===== src/rtl/benes_switch_loader_pkg.sv =====
// Shared types for the Benes switch-setting loader.
// Network size defaults and the loader FSM encoding live here.
package USER_PARAM_PKG;

    localparam int STAGE_NUM  = 9;
    localparam int SWITCH_NUM = 16;

    typedef logic [SWITCH_NUM-1:0] sw_stage_t;

    typedef enum logic [1:0] {
        ST_IDLE  = 2'd0,
        ST_LOAD  = 2'd1,
        ST_ARMED = 2'd2,
        ST_SWAP  = 2'd3
    } loader_state_t;

endpackage


===== src/rtl/benes_switch_loader_cfg_bank.sv =====
// Shadow register bank for one Benes network: per-stage settings
// plus a mask recording which stages the current program has written.
module benes_cfg_bank
    import USER_PARAM_PKG::*;
#(
    parameter int STAGE_NUM  = USER_PARAM_PKG::STAGE_NUM,
    parameter int SWITCH_NUM = USER_PARAM_PKG::SWITCH_NUM,
    parameter int STAGE_W    = 4
) (
    input  logic                  clk,
    input  logic                  rst,
    input  logic                  we_i,
    input  logic [STAGE_W-1:0]    stage_i,
    input  logic [SWITCH_NUM-1:0] bits_i,
    input  logic                  mask_clr_i,
    output logic [SWITCH_NUM-1:0] shadow_o [0:STAGE_NUM-1],
    output logic [STAGE_NUM-1:0]  mask_o
);

    logic [SWITCH_NUM-1:0] shadow_q [0:STAGE_NUM-1];
    logic [STAGE_NUM-1:0]  mask_q;
    logic [STAGE_NUM-1:0]  mask_d;

    // Mark the written stage; a clear overrides a same-cycle write.
    always_comb begin
        mask_d = mask_q;
        if (we_i) begin
            mask_d[stage_i] = 1'b1;
        end
        if (mask_clr_i) begin
            mask_d = '0;
        end
    end

    // Shadow storage and mask; contents survive a commit.
    always_ff @(posedge clk or posedge rst) begin
        if (rst) begin
            for (int i = 0; i < STAGE_NUM; i++) begin
                shadow_q[i] <= '0;
            end
            mask_q <= '0;
        end else begin
            mask_q <= mask_d;
            if (we_i) begin
                shadow_q[stage_i] <= bits_i;
            end
        end
    end

    assign shadow_o = shadow_q;
    assign mask_o   = mask_q;

endmodule


===== src/rtl/benes_switch_loader.sv =====
// Double-buffered switch-setting loader for two Benes networks.
// Define BENES_CFG_CHECK_EN to reject programs missing any stage.
module benes_switch_loader
    import USER_PARAM_PKG::*;
#(
    parameter int STAGE_NUM  = USER_PARAM_PKG::STAGE_NUM,
    parameter int SWITCH_NUM = USER_PARAM_PKG::SWITCH_NUM,
    localparam int STAGE_W   = (STAGE_NUM > 1) ? $clog2(STAGE_NUM) : 1
) (
    input  logic                  clk,
    input  logic                  rst,
    input  logic                  cfg_valid,
    output logic                  cfg_ready,
    input  logic                  cfg_net,
    input  logic [STAGE_W-1:0]    cfg_stage,
    input  logic [SWITCH_NUM-1:0] cfg_bits,
    input  logic                  cfg_last,
    input  logic                  commit_req,
    output logic                  commit_ack,
    output logic                  cfg_err,
    input  logic                  err_clr,
    output logic [SWITCH_NUM-1:0] slot_select   [0:STAGE_NUM-1],
    output logic [SWITCH_NUM-1:0] module_select [0:STAGE_NUM-1]
);

    loader_state_t state_q, state_d;
    logic          err_q, err_d;
    logic          beat, stage_ok, new_err;
    logic          we_slot, we_mod, mask_clr, commit;

    logic [SWITCH_NUM-1:0] sh_slot [0:STAGE_NUM-1];
    logic [SWITCH_NUM-1:0] sh_mod  [0:STAGE_NUM-1];
    logic [SWITCH_NUM-1:0] act_slot_q [0:STAGE_NUM-1];
    logic [SWITCH_NUM-1:0] act_mod_q  [0:STAGE_NUM-1];
    logic [STAGE_NUM-1:0]  mask_slot, mask_mod;

    assign cfg_ready = ~rst & ((state_q == ST_IDLE) | (state_q == ST_LOAD));
    assign beat      = cfg_valid & cfg_ready;
    assign stage_ok  = int'(cfg_stage) < STAGE_NUM;
    assign we_slot   = beat & stage_ok & ~cfg_net;
    assign we_mod    = beat & stage_ok & cfg_net;

`ifdef BENES_CFG_CHECK_EN
    logic [STAGE_NUM-1:0] hot;
    logic                 complete;

    // Program is complete when both masks, including this beat, are full.
    always_comb begin
        hot      = STAGE_NUM'(1) << cfg_stage;
        complete = (&(mask_slot | (we_slot ? hot : '0)))
                 & (&(mask_mod  | (we_mod  ? hot : '0)));
    end
`endif

    benes_cfg_bank #(
        .STAGE_NUM (STAGE_NUM),
        .SWITCH_NUM(SWITCH_NUM),
        .STAGE_W   (STAGE_W)
    ) u_bank_slot (
        .clk       (clk),
        .rst       (rst),
        .we_i      (we_slot),
        .stage_i   (cfg_stage),
        .bits_i    (cfg_bits),
        .mask_clr_i(mask_clr),
        .shadow_o  (sh_slot),
        .mask_o    (mask_slot)
    );

    benes_cfg_bank #(
        .STAGE_NUM (STAGE_NUM),
        .SWITCH_NUM(SWITCH_NUM),
        .STAGE_W   (STAGE_W)
    ) u_bank_mod (
        .clk       (clk),
        .rst       (rst),
        .we_i      (we_mod),
        .stage_i   (cfg_stage),
        .bits_i    (cfg_bits),
        .mask_clr_i(mask_clr),
        .shadow_o  (sh_mod),
        .mask_o    (mask_mod)
    );

    // Loader FSM next state, commit strobe and error detection.
    always_comb begin
        state_d  = state_q;
        mask_clr = 1'b0;
        commit   = 1'b0;
        new_err  = 1'b0;
        unique case (state_q)
            ST_IDLE, ST_LOAD: begin
                if (beat) begin
                    new_err = ~stage_ok;
                    state_d = ST_LOAD;
                    if (cfg_last) begin
`ifdef BENES_CFG_CHECK_EN
                        if (complete) begin
                            state_d = ST_ARMED;
                        end else begin
                            new_err  = 1'b1;
                            mask_clr = 1'b1;
                            state_d  = ST_IDLE;
                        end
`else
                        state_d = ST_ARMED;
`endif
                    end
                end
            end
            ST_ARMED: begin
                if (commit_req) begin
                    commit  = 1'b1;
                    state_d = ST_SWAP;
                end
            end
            ST_SWAP: begin
                mask_clr = 1'b1;
                state_d  = ST_IDLE;
            end
            default: state_d = ST_IDLE;
        endcase
    end

    // Sticky error: a new error outranks a same-cycle clear.
    always_comb begin
        err_d = err_q;
        if (err_clr) begin
            err_d = 1'b0;
        end
        if (new_err) begin
            err_d = 1'b1;
        end
    end

    // State and error registers.
    always_ff @(posedge clk or posedge rst) begin
        if (rst) begin
            state_q <= ST_IDLE;
            err_q   <= 1'b0;
        end else begin
            state_q <= state_d;
            err_q   <= err_d;
        end
    end

    // Active settings change only on the commit edge.
    always_ff @(posedge clk or posedge rst) begin
        if (rst) begin
            for (int i = 0; i < STAGE_NUM; i++) begin
                act_slot_q[i] <= '0;
                act_mod_q[i]  <= '0;
            end
        end else if (commit) begin
            act_slot_q <= sh_slot;
            act_mod_q  <= sh_mod;
        end
    end

    assign commit_ack    = (state_q == ST_SWAP);
    assign cfg_err       = err_q;
    assign slot_select   = act_slot_q;
    assign module_select = act_mod_q;

endmodule


===== config.mk =====
export PLATFORM = sky130hd
export DESIGN_NAME = benes_switch_loader
export DESIGN_NICKNAME = d
export VERILOG_FILES = /design/src/rtl/benes_switch_loader_pkg.sv /design/src/rtl/benes_switch_loader_cfg_bank.sv /design/src/rtl/benes_switch_loader.sv
export SDC_FILE = /design/constraint.sdc
export NUM_CORES = 1
export LEC_CHECK = 0
export BUFFER_PORTS_ARGS = -buffer_cell sky130_fd_sc_hd__buf_2
export CAP_MARGIN = 5
export CORE_ASPECT_RATIO = 2
export CORE_UTILIZATION = 40
export CTS_CLUSTER_DIAMETER = 60
export DETAILED_ROUTE_END_ITERATION = 8
export PLACE_DENSITY = 0.68
export SLEW_MARGIN = 5
export SYNTH_ARGS = -nofsm -noshare
export SYNTH_HDL_FRONTEND = slang
export SYNTH_SLANG_ARGS = --single-unit

===== constraint.sdc =====
create_clock -name clk -period 19.1 [get_ports clk]
set_input_delay 0.955 -clock clk [delete_from_list [all_inputs] [get_ports clk]]
set_output_delay 0.955 -clock clk [all_outputs]
set_load 0.005 [all_outputs]

; ---- Yosys cells after proc, flatten, opt, wreduce, memory -nomap -nowiden
; Index checks and enable logic that the tools add are counted.
; Widths: inputs -> output; s select.
[word_totals]
n_memories = 0
rom_bits = 0
regBits = 579
wordCells = 75
inputBits = 27
ramBits = 0
latchBits = 0
out_inout_bits = 291
[classes]
n_addsub = 0
magnitude_cmp = 3
shifts = 0
reduce_logical = 5
n_bitwise = 10
mul = 0
n_mux = 14
div = 0
eq_ne = 5
[ops]
columns = cell, count
row1 = $bwmux 144, 2
row2 = $demux 16 s4, 1
row3 = $mux 16, 1
row4 = $mux 1, 6
row5 = $mux 2, 3
row6 = $pmux 2 s3, 1
row7 = $and 1x1->1, 5
row8 = $ge 5x5->1 const B, 1
row9 = $lt 5x1->1 const B, 1
row10 = $not 4->5, 1
row11 = $eq 2x2->1 const B, 2
row12 = $lt 4x4->1 const B, 1
row13 = $ne 2x2->1 const B, 2
row14 = $not 1->1, 3
row15 = $eq 2x1->1 const B, 1
row16 = $logic_not 2->1, 1
row17 = $reduce_and 2->1, 1
row18 = $reduce_bool 2->1, 1
row19 = $reduce_or 2->1, 1
row20 = $logic_and 1x1->1, 1
row21 = $or 1x1->1, 1

; ---- Longest topological paths before layout
[logic_depth]
word_depth = 7
depth_mapped = 6
ltp_nobuf = 3

; ---- Modules after synthesis
; A second synthesis with hierarchy kept.
[unflattened]
hier_cells = 1298
hier_area_um2 = 23198.5
[modules_own_cells]
columns = mod, seq_area_each_um2, cells_per_inst, area_per_inst_um2, n_inst
row1 = benes_switch_loader, 7282.0, 626, 11690.0, 1
row2 = benes_cfg_bank, 3828.7, 336, 5754.3, 2

; ---- Worst setup path before layout
; OpenSTA, ideal clock, no wires.
[synth_path]
kind = in2reg
startpoint = input port rst
endpoint = register u_bank_slot.shadow_q, in the netlist u_bank_slot.shadow_o[0]
path_buffers = 2
slack_ns = 16.696
required_time_ns = 18.975
stages = 5
t_arrival_ns = 2.279
cell_sequence = buf_6 > nand4bb_1 > nor3b_2 > buf_4 > mux2_2
[synth_via]
elab_chain_cells = 5
[synth_rtl]
columns = item, line_no
row1 = start: declaration, benes_switch_loader.sv:11  ; input logic rst,
row2 = $not 1->1, benes_switch_loader.sv:37  ; assign cfg_ready = ~rst & ((state_q == ST_IDLE) | (state_q == ST_LOAD));
row3 = $and 1x1->1, benes_switch_loader.sv:37
row4 = $and 1x1->1, benes_switch_loader.sv:38  ; assign beat = cfg_valid & cfg_ready;
row5 = $and 1x1->1 (2 in a row), benes_switch_loader.sv:40  ; assign we_slot = beat & stage_ok & ~cfg_net;
row6 = end signal: indexed assignment, benes_switch_loader_cfg_bank.sv:45  ; shadow_q[stage_i] <= bits_i;
row7 = end: declaration, benes_switch_loader_cfg_bank.sv:20  ; logic [SWITCH_NUM-1:0] shadow_q [0:STAGE_NUM-1];
; No other way between the ends.
; A chain may end at the register's enable or synchronous reset.

; ---- Final worst setup path
[layout_path]
startpoint = register state_q[1]
endpoint = register act_slot_q, in the netlist slot_select[106]
[layout_via]
elab_chain_cells = 2
[layout_rtl]
columns = item, line_no
row1 = start: declaration, benes_switch_loader.sv:26  ; loader_state_t state_q, state_d;
row2 = start signal: assignment, benes_switch_loader.sv:142  ; state_q <= state_d;
row3 = $eq 2x2->1, benes_switch_loader.sv:91  ; unique case (state_q)
row4 = $mux 1, benes_switch_loader.sv:91
row5 = end signal: assignment, benes_switch_loader.sv:155  ; act_slot_q <= sh_slot;
row6 = end: declaration, benes_switch_loader.sv:33  ; logic [SWITCH_NUM-1:0] act_slot_q [0:STAGE_NUM-1];
; No other way between the ends.

==> summary.md <==
| Metric | Value |
|---|---|
| Clk slew on worst S/H paths | `0.07 ns` |
| Cts bufs inserted | `51` |
| CTS tree | `yes` |
| Layout cells sized above 1 | `62.1%` |
| Min Tclk post-route | `3.11 ns` |
| Worst setup path class | `reg2reg` |
| Type of origin of the critical path | `register` |
| Sequential share of the synthesized area | `66.6%` |
| Row Count | `120` |
| Synth unique cells | `30` |
| TritonCTS Sinks | `579` |
| Dpl cell area | `0.0239 mm2` |
| Synthesized Nets | `1298` |
| DRT Pass-1 Iters | `4` |
| RSZ-0062 raised after global routing | `no` |
| Number of synthesized flops with an enable pin | `0` |
| Top cells by area, synth | `dfrtp_1, mux2_2, buf_2` |
| Clk Latency, worst-skew pair | `0.59 ns` |
| Final Setup Violations | `0` |
| Vias | `11700` |
| Ports | `318` |
| Worst relative slew slack | `25.4%` |
| Final Hold Vio Count | `0` |
| Antenna Nets Post-Route | `0` |
| Reg2reg start | `state_q[1]` |
| CP Capture Type | `register` |
| RR Endpoint | `slot_select[106]` |
| DRT Wirelength | `51700 um` |
| Main synth FF type | `dfrtp_1` |
| Syn Inst Count | `1271` |
| Post-CTS setup repair buffer count | `0` |
| Input/output buffers | `317` |
| Worst path arrival time | `3.57 ns` |
| Crit share post-route | `16.3%` |
| Synth top area share | `66.6%` |
| Initial antenna violation count | `2` |
| DR vias/cell | `5.10` |
| # fillers | `4622` |
| Worst R2R Setup Slack | `15.99 ns` |
| Critical Path RT | `19.56 ns` |
| Nets | `1606` |
| Clock root buffer | `clkbuf_16` |
| Core ar. | `0.0536 mm2` |
| Crit Path Max Fanout | `75` |
| H-tree Lvls | `2` |
| Async set or reset register ratio after synthesis | `100%` |
| Cell Area, Synth | `0.0218 mm2` |
| # hold bufs at CTS | `0` |
| Tot GR Track Use | `19.1%` |
| CP startpoint | `state_q[1]` |
| Max cap viols | `0` |
| Post-synth top area cell | `dfrtp_1` |
| DRC Markers | `0` |
| Initial Util | `40.6%` |
| Die ar. | `0.0554 mm2` |
| Fin area | `0.0256 mm2` |
| Cell Count, Final, Fillers Out | `2289` |
| Worst hold path class | `reg2reg` |
| Routed WL per cell | `22.6 um` |
| Dpl cells | `2197` |
| Worst reg2reg path depth | `4` |
| Dpl hpwl | `33500 um` |
| Routability Congestion | `0.760` |
| First-pass GRT wire length | `79800 um` |
| Grt ovf | `0` |
| Number of synthesized register bits | `579` |
| DR iter-0 viols | `624` |
| Final Skew | `0.0221 ns` |
| Die H | `332 um` |
| Area growth, synth to finish | `17.7%` |
| Slew Limit Fails | `0` |
| Chip width | `167 um` |
| Vias in the first global route | `12700` |
| Crit path capture | `slot_select[106]` |
| Ys Warns | `0` |
| Final setup TNS | `0 ns` |
| Clock buffer depth | `3` |
| Largest net degree at the start of global routing | `183` |
| # resized after CTS | `0` |
| Leakage power | `13.7 nW` |
| Synthesized area per cell | `17.1 um2` |
| Max frequency | `322 MHz` |
| Least-Margin Pin Slew | `1.11 ns` |
| Status | `completed` |
| PwrDens | `150 mW/mm2` |
| Maximum VDD drop | `97.4 uV` |
## cell families after synthesis
logic type      Yosys count  share of synthesized area (%)
buf+inv                  77                           1.79
flops                   579                           66.6
simple gates             35                           1.55
compound gates            4                          0.103
mux                     576                           30.0
## cell usage after synthesis (2+ instances only)
cell and instances:
buf_2 38, o22ai_1 2, nor2b_1 2, and4bb_2 3
nand2_1 5, nand2_2 8, buf_1 5, mux2_4 10
clkbuf_1 20, buf_4 4, mux2_2 566, nor4b_4 4
inv_1 4, dfrtp_1 579, nand2b_1 2, buf_6 5
## flip-flops by register name, indices dropped and copies added (netlist names)
register,count
u_bank_slot.shadow_o,144
module_select,144
state_q,2
u_bank_mod.shadow_o,144
slot_select,144
cfg_err,1
## critical path, stage by stage (launching register included)
cell and delay, ns:
dfrtp_1 0.61, nand3b_1 0.23, buf_4 0.70, buf_4 0.89
mux2_2 0.43
## cell usage in the layout (no fill, tap or decap), types with 2 or more instances in the layout
cell type	Yosys	final
inv_1	4	3
clkinvlp_4	0	2
diode_2	0	2
clkbuf_8	0	13
clkinv_2	0	6
o22ai_1	2	2
bufinv_16	0	2
clkbuf_1	20	12
mux2_4	10	10
clkinv_8	0	2
buf_12	0	2
nor2b_2	0	2
buf_4	4	9
nand2b_1	2	2
mux2_2	566	566
dfrtp_1	579	579
and4bb_2	3	3
nand2_1	5	5
buf_2	38	317
nor4b_4	4	4
nand2_2	8	8
clkbuf_16	0	52
## worst min path at each step
stage | slack (ns) | depth (start not counted) | end | startpoint
2_1_floorplan | 0.47 | 1 | state_q[1] | state_q[0]
5_1_grt | 0.51 | 1 | module_select[80] | u_bank_mod.shadow_o[80]
3_5_place_dp | 0.49 | 1 | slot_select[113] | slot_select[113]
3_3_place_gp | 0.48 | 1 | module_select[137] | u_bank_mod.shadow_o[137]
6_report | 0.49 | 1 | module_select[21] | u_bank_mod.shadow_o[21]
4_1_cts | 0.50 | 1 | module_select[21] | u_bank_mod.shadow_o[21]
## layer usage
layer | part of all wire (%) | routed length (um) | track usage, %
met4 | 3.8 | 1950 | 7.78
met2 | 54 | 28200 | 35.4
met1 | 37 | 19300 | 21.2
met3 | 4.5 | 2340 | 3.42
met5 | 0 | 0 | 0
## power breakdown
part           internal (mW)  total [mW]  switching (mW)
sequential              1.64        1.85           0.214
clock                  0.579        1.02           0.443
combinational          0.545       0.960           0.416
total                   2.76        3.83            1.07
## through the flow
step	power (mW)	worst slack (ns)	hold slack (ns)	utilization, %
after detailed placement	2.85	15.60	0.487	44.7
after global routing	4.04	15.77	0.511	47.8
after global placement	2.81	15.59	0.483	44.7
after floorplan	2.34	1.73	0.469	-
after CTS	3.89	15.92	0.498	47.8
final	3.83	15.99	0.487	47.8
## area by class of cell
cell class,count,area (um2),share of cell area [%]
Multi-Input combinational cell,615,6900,26.9
Sequential cell,579,14500,56.6
Timing Repair Buffer,328,1690,6.61
Clock buffer,77,1530,5.95
Inverter,4,22.5,0.0879
Clock inverter,13,146,0.571
Antenna cell,2,5.00,0.0195
Tap cell,671,840,3.28
Note: power is estimated with default switching activity, not from simulation.
